$ cat config.mk
export PLATFORM = sky130hd
export DESIGN_NAME = gray_codec_pipe
export DESIGN_NICKNAME = d
export VERILOG_FILES = /design/src/rtl/gray_codec_pipe.sv
export SDC_FILE = /design/constraint.sdc
export NUM_CORES = 1
export LEC_CHECK = 0
export BUFFER_PORTS_ARGS = -buffer_cell sky130_fd_sc_hd__buf_2
export CAP_MARGIN = 40
export CORE_MARGIN = 10
export CORE_UTILIZATION = 35
export CTS_CLUSTER_DIAMETER = 100
export DETAILED_ROUTE_END_ITERATION = 10
export GPL_TIMING_DRIVEN = 0
export PLACE_DENSITY_LB_ADDON = 0.15
export SLEW_MARGIN = 10
export SYNTH_ARGS = -nofsm -noshare
export SYNTH_HDL_FRONTEND = slang
export SYNTH_SLANG_ARGS = --single-unit
$ cat constraint.sdc
create_clock -name clk -period 3.4 [get_ports clk]
set_input_delay 0.17 -clock clk [delete_from_list [all_inputs] [get_ports clk]]
set_output_delay 0.17 -clock clk [all_outputs]
set_load 0.05 [all_outputs]
$ cat src/rtl/gray_codec_pipe.sv
// gray_codec_pipe: pipelined Gray<->binary converter with valid/ready handshakes; define GRAY_CODEC_PARITY_EN to add out_parity
module gray_codec_pipe #(
    parameter int WIDTH = 32,
    localparam int STEPS = (WIDTH < 2) ? 1 : $clog2(WIDTH),
    localparam int OCC_W = $clog2(STEPS + 1)
) (
    input  logic             clk,
    input  logic             nrst,
    input  logic             in_valid,
    output logic             in_ready,
    input  logic [WIDTH-1:0] in_data,
    input  logic             in_mode,
    output logic             out_valid,
    input  logic             out_ready,
    output logic [WIDTH-1:0] out_data,
    output logic             out_mode,
`ifdef GRAY_CODEC_PARITY_EN
    output logic             out_parity,
`endif
    output logic             busy,
    output logic [OCC_W-1:0] occupancy
);
    logic [STEPS-1:0] v_q, v_d, m_q, m_d, adv, src_v, src_m;
    logic [WIDTH-1:0] d_q [STEPS];
    logic [WIDTH-1:0] d_d [STEPS];
    logic [WIDTH-1:0] src_d [STEPS];
    logic [OCC_W-1:0] occ_q, occ_d;
    logic             in_xfer, out_xfer, run;
`ifdef GRAY_CODEC_PARITY_EN
    logic [STEPS-1:0] p_q, p_d, src_p;
`endif

    // Gray->binary stages fold in shifts 2^(STEPS-1-k); binary->Gray is done entirely in stage 0
    function automatic logic [WIDTH-1:0] conv(input logic [WIDTH-1:0] x, input logic m, input int k);
        return m ? ((k == 0) ? x ^ (x >> 1) : x) : x ^ (x >> (1 << (STEPS - 1 - k)));
    endfunction

    // a stage advances when it or any stage downstream is empty, or the consumer takes the last word
    always_comb begin
        run = out_ready;
        for (int k = STEPS - 1; k >= 0; k--) begin
            run = run || !v_q[k];
            adv[k] = run;
        end
    end

    assign in_ready  = adv[0];
    assign in_xfer   = in_valid && adv[0];
    assign out_xfer  = v_q[STEPS-1] && out_ready;
    assign out_valid = v_q[STEPS-1];
    assign out_data  = d_q[STEPS-1];
    assign out_mode  = m_q[STEPS-1];
    assign occupancy = occ_q;
    assign busy      = occ_q != '0;
`ifdef GRAY_CODEC_PARITY_EN
    assign out_parity = p_q[STEPS-1];
`endif

    // shift words forward; payload only loads with a valid word so the output holds its last value
    always_comb begin
        src_v[0] = in_valid;
        src_m[0] = in_mode;
        src_d[0] = in_data;
`ifdef GRAY_CODEC_PARITY_EN
        src_p[0] = ^in_data;
`endif
        for (int k = 1; k < STEPS; k++) begin
            src_v[k] = v_q[k-1];
            src_m[k] = m_q[k-1];
            src_d[k] = d_q[k-1];
`ifdef GRAY_CODEC_PARITY_EN
            src_p[k] = p_q[k-1];
`endif
        end
        for (int k = 0; k < STEPS; k++) begin
            v_d[k] = adv[k] ? src_v[k] : v_q[k];
            m_d[k] = (adv[k] && src_v[k]) ? src_m[k] : m_q[k];
            d_d[k] = (adv[k] && src_v[k]) ? conv(src_d[k], src_m[k], k) : d_q[k];
`ifdef GRAY_CODEC_PARITY_EN
            p_d[k] = (adv[k] && src_v[k]) ? src_p[k] : p_q[k];
`endif
        end
        occ_d = (in_xfer == out_xfer) ? occ_q : in_xfer ? occ_q + OCC_W'(1) : occ_q - OCC_W'(1);
    end

    // pipeline state with asynchronous clear
    always_ff @(posedge clk or negedge nrst) begin
        if (!nrst) begin
            v_q   <= '0;
            m_q   <= '0;
            occ_q <= '0;
            for (int k = 0; k < STEPS; k++) d_q[k] <= '0;
`ifdef GRAY_CODEC_PARITY_EN
            p_q   <= '0;
`endif
        end else begin
            v_q   <= v_d;
            m_q   <= m_d;
            occ_q <= occ_d;
            for (int k = 0; k < STEPS; k++) d_q[k] <= d_d[k];
`ifdef GRAY_CODEC_PARITY_EN
            p_q   <= p_d;
`endif
        end
    end
endmodule

==> results of run 1 <==
-- power groups by stage --
stage | combinational [uW] | clock (uW) | sequential, uW
after floorplan | 2820 | 0 | 3420
after global placement | 3490 | 0 | 3520
after detailed placement | 3540 | 0 | 3560
after CTS | 3550 | 1950 | 3520
after global routing | 3890 | 2050 | 3630
final | 3460 | 1900 | 3490
-- state kept, by name (all words and copies together) (netlist names) --
| register | flops |
|---|---|
| out_data | 32 |
| occupancy | 3 |
| v_q | 5 |
| m_q | 5 |
| d_q | 128 |
-- cell type report --
cell class / instances / share of cell area (%)
Sequential cell: 173 / 42.89
Tap cell: 324 / 4.016
Buffer: 78 / 4.735
Clock buffer: 17 / 4.214
Multi-Input combinational cell: 626 / 38.56
Clock inverter: 13 / 1.413
Inverter: 1 / 0.03718
Timing Repair Buffer: 76 / 4.140
-- cells by family after synthesis --
family                   synth area share [%]
AO/OA/AOI/OAI                           8.813
XOR/XNOR                                14.69
adder cells (fa/ha/maj)                0.2300
buffers and inverters                   5.535
flip-flops                              49.74
multiplexers                            4.787
AND/OR/NAND/NOR                         16.20
-- layout by cell type (no fill, tap or decap), types with 5 or more instances in the layout --
cell type,n
o21ai_1,13
buf_2,84
xor2_1,33
mux2i_1,18
clkbuf_1,24
mux2_2,19
o21ai_0,133
buf_4,37
clkinvlp_4,5
xnor2_1,113
nand2_1,166
nor2b_1,113
clkbuf_16,17
dfrtp_1,173
-- layer usage --
metal / global-route usage [%] / vias up / share of wire, %
li1: - / 2994 / -
met1: 15.63 / 2592 / 50
met2: 19.16 / 88 / 45
met3: 2.932 / 11 / 4.2
met5: 0 / - / 0
met4: 3.334 / 0 / 0.87
-- path summary, 6_finish.rpt --
check                            start           end  cells after the start
hold / removal             in_data[31]      d_q[159]                      2
setup reg to reg                v_q[4]  occupancy[1]                      7
min in group asynchronous         nrst  occupancy[2]                      2
hold reg to reg            out_data[9]   out_data[9]                      2
setup / recovery                v_q[4]  occupancy[1]                      7
max in group asynchronous         nrst       d_q[72]                      3
-- worst max-delay path: stages (launching register included) --
cell and delay, ps:
dfrtp_1 470, nand4b_2 210, o21ai_2 330, buf_6 210, buf_6 150, fa_1 430
o21ai_0 190, o22ai_1 100
-- through the flow --
stage | instance area, um2 | hold slack [ps] | cells | TNS [ps] | util [%]
finish | 10090 | 16.32 | 1308 | 0 | 41.39
global route | 10090 | 15.85 | 1308 | 0 | 41.39
CTS | 10090 | 9.952 | 1308 | 0 | 41.39
detailed placement | 9517 | 195.6 | 1277 | 0 | 39.02
global placement | 9479 | 454.3 | 1276 | -122270 | 38.86
floorplan | 8703 | -125.6 | 878 | 0 | -
==> flow_summary.toml, run 1 <==
[final_layout]
area_delta_synth_final_pct = 15.99
drive_gt1_share_pct = 18.39
seq_area_um2 = 4329
n_antenna_cell = 0
nets = 1011
n_fill_cell = 2508
multiInputGateArea_um2 = 3892

[global_routing]
grt_pass1_wl_um = 30390
grt_pass1_vias = 6005
grt_max_degree = 98
grt.total_usage_pct = 11.92
grt_overflow = 0
antenna_found_initial = 0

[yosys]
syn_inst = 878
synth_seq_cells = 173
synth_edf_count = 0
seq_area_frac_synth_pct = 49.74
synth_ff_type = "dfrtp_1"
yosys.area.top_type_share_pct = 49.74
syn_area_per_cell_um2 = 9.913
yosysWarnings = 0
yosysMostFrequentCell = "dfrtp_1"
synth_cell_types = 28
synth_fp_nets = 916
yosys-top-cells-area = "dfrtp_1 (50%), xnor2_1 (11%), nor2b_1 (8.1%)"
synth_commonest_cells = "dfrtp_1 (173), nand2_1 (166), o21ai_0 (133)"
synth_top_area_cell = "dfrtp_1"
syn_area_um2 = 8703
synthArstFlopShare_pct = 100.0

[sta]
clock.fmax_ghz = 0.4551
fin_ws_ps = 1203
rsz0062_at_grt = "no"
drv_slew = 0
worstMarginPinSlew_ps = 584.4
period_share_pct = 64.62
setup_viol = 0
skew_ps = 9.084
hold_viol_final = 0
slew_headroom_pct = 61.04
fin_crit_ps = 2197

[clock_network]
clock_sinks = 173
htree_levels = 4
clk_pin_slew_ps = 70
cts_tree = "yes"
cts_buffer_depth = 2
post_cts_resized = 0
postCtsHoldBufs = 1
clockRootBuffer = "clkbuf_16"
clk_latency_ps = 420
postCtsSetupRepairBufs = 0
numCtsBuffers = 17

[setup_path]
worstSetupStartpointType = "register"
crit_fanout = 10
end_kind = "register"
critPathRequiredTime_ps = 3710
r2r_slack_ps = 1200
path_class = "register to register"
critPathArrivalTime_ps = 2500

[drt]
vias = 5685
wl_per_cell_um = 13.48
wirelength_um = 17630
drcViolationCount = 0
ant_nets = 0
drt-initial-drc-count = 271
drt_pass1_iterations = 4
viasPerCell = 4.346

[pwr]
p_total_uw = 8850
internal-power_uw = 5464
p_leak_uw = 0.004310
seq_power_share_pct = 39.4
irDropWorstVdd_uv = 403.1
pwr-share-clk_pct = 21.5
switchingPower_uw = 3386
switching_share_pct = 38.26
powerDensity_nw_per_um2 = 876.7
p_comb_share_pct = 39.1

[min_path]
hp-class = "input port to register"

[placement]
dpl.hpwl_um = 13590
port_buffers = 74
place_ws_ps = 1162
gp_congestion = 0.7434

[die]
io_pins = 76
die-area_um2 = 31570
initial_core_util_pct = 35.68
core_area_um2 = 24390
die_y_um = 177.7
rows = 57
die_w_um = 177.7

[status]
outcome = "finished, final reports clean"

[flow_run]
maxCapViolCount = 0
(Power assumes the default switching activity.)
==> run 2: changes to the inputs <==
- clock period: 3.4 -> 1.86 ns (I/O delays scaled with it)
==> run 2 against run 1 <==
Global-route usage rose by 0.10 points. Combinational power rose by 85%. First-iteration DRC count grew 18%. Sequential share of layout area is 1.3 points lower. Clock power grew 87%. Maximum frequency grew 24%. Die area unchanged. Sequential power is 82% higher. Core utilization grew 1.3 points. Critical path type unchanged.
==> flow_summary.toml, run 2 (synthesis results as in run 1) <==
[sta]
worstMarginPinSlew_ps = 573.9
fin_crit_ps = 1769
period_share_pct = 95.12
slew_headroom_pct = 61.74
setup_viol = 0
clock.fmax_ghz = 0.5652
hold_viol_final = 0
fin_ws_ps = 90.69
skew_ps = 8.209
rsz0062_at_grt = "no"
timing.hold.ws_ps = 8.631
drv_slew = 0

[drt]
wl_per_cell_um = 13.27
vias = 5789
drt_pass1_iterations = 4
viasPerCell = 4.323
wirelength_um = 17770
drcViolationCount = 0
drt-initial-drc-count = 320
ant_nets = 0

[clock_network]
clk_pin_slew_ps = 70
clk_latency_ps = 430
clock_sinks = 173
cts_tree = "yes"
cts_buffer_depth = 2
htree_levels = 4
clockRootBuffer = "clkbuf_16"
numCtsBuffers = 17

[setup_path]
crit_fanout = 10
critPathRequiredTime_ps = 2210
critPathArrivalTime_ps = 2120
end_kind = "register"
r2r_start = "v_q[0]"
r2r_slack_ps = 90
cp-startpoint = "v_q[0]"
rr_worst_depth = 8
rr_endpoint = "occupancy[2]"
path_class = "register to register"
worstSetupStartpointType = "register"
crit_path_end = "occupancy[2]"

[global_routing]
grt_pass1_vias = 6137
grt_pass1_wl_um = 30910
busiest_layer = "met2"
grt_overflow = 0
met1_usage_pct = 15.76
met2_usage_pct = 19.36
antenna_found_initial = 0
grt_max_degree = 101
grtUsageMet3_pct = 2.720
grt.total_usage_pct = 12.02

[flow_run]
maxCapViolCount = 0

[status]
outcome = "finished, final reports clean"

[die]
die_w_um = 177.7
rows = 57
io_pins = 76
die_y_um = 177.7
initial_core_util_pct = 35.68
die-area_um2 = 31570
core_area_um2 = 24390

[final_layout]
n_antenna_cell = 0
nets = 1040
mostFrequentLayoutCell = "dfrtp_1"
largest_register_ffs = 128
mostFrequentLayoutCells = "dfrtp_1 (171), nand2_1 (166), o21ai_0 (131), nor2b_1 (113), xnor2_1 (113)"
regMostFlops = "d_q"
area_delta_synth_final_pct = 19.70
final_core_util_pct = 42.71
drive_gt1_share_pct = 19.21

[placement]
place_ws_ps = -133.4
port_buffers = 74
dpl.hpwl_um = 13560
gp_congestion = 0.7445

[pwr]
p_leak_uw = 0.004465
irDropWorstVdd_uv = 704.2
powerDensity_nw_per_um2 = 1567
p_total_uw = 16320

[min_path]
hp-class = "input port to register"
run 2: cell types whose count changed in the layout (fill, tap and decap cells not counted), moves of 2 or more:
cell,before,now
dlygate4sd3_1,1,22
buf_4,37,45
clkbuf_2,2,4
clkbuf_8,0,2
clkinv_4,0,2
clkinvlp_4,5,3
dfrtp_1,173,171
dfrtp_2,0,2
o21ai_0,133,131
o21ai_1,13,15
run 2: final cells by class:
class	count	area [um2]
Timing Repair Buffer	105	688.2
Sequential cell	173	4332
Multi-Input combinational cell	626	3911
Clock inverter	12	136.4
Inverter	1	3.754
Tap cell	324	405.4
Buffer	78	484.2
Clock buffer	20	456.7
Fill cell	2485	13970
run 2: how the worst min path moves through the flow:
stage / end / slack [ps] / depth (start not counted) / startpoint
final: d_q[158] / 9 / 3 / in_data[30]
after global routing: d_q[158] / 20 / 3 / in_data[30]
after CTS: v_q[4] / 3 / 3 / out_ready
after detailed placement: occupancy[1] / 110 / 1 / nrst
after global placement: d_q[159] / 380 / 2 / in_data[31]
after floorplan: d_q[100] / -200 / 0 / nrst
run 2: worst max-delay path, cell delays in order (launching register included):
cell and delay [ps]:
dfrtp_1 420, nand2_1 130, o21ai_4 70, buf_8 120, buf_6 130, fa_2 360, nand4bb_1 190, o21ai_1 110
xor2_1 160
run 2: per-stage QoR:
| stage | TNS (ps) | std cells | area [um2] |
|---|---|---|---|
| after CTS | 0 | 1336 | 10390 |
| after floorplan | -125.5 | 878 | 8723 |
| after global routing | 0 | 1339 | 10420 |
| final | 0 | 1339 | 10420 |
| after global placement | -374560 | 1276 | 9499 |
| after detailed placement | -179.8 | 1277 | 9537 |
run 2: power by group:
group          internal, uW  leakage (uW)  switching (uW)
logic                  2900       0.00205            3500
registers              5180       0.00213            1180
clock network          2060      0.000283            1490
run 2: timing repair:
action                                  in CTS  in global routing
endpoints found under the setup margin       2                 11
hold buffers                                22                  0
pin swaps                                    2                  3
buffers inserted                             5                  3
gates resized for setup                      1                  5
hold endpoints to repair                    94                  0
run 2: routing by layer:
layer / wire, um / part of all wire, % / vias to the layer above
met5: 0 / 0 / -
met4: 233 / 1.3 / 0
met3: 681 / 3.8 / 19
met2: 8090 / 46 / 81
met1: 8764 / 49 / 2643
li1: - / - / 3046
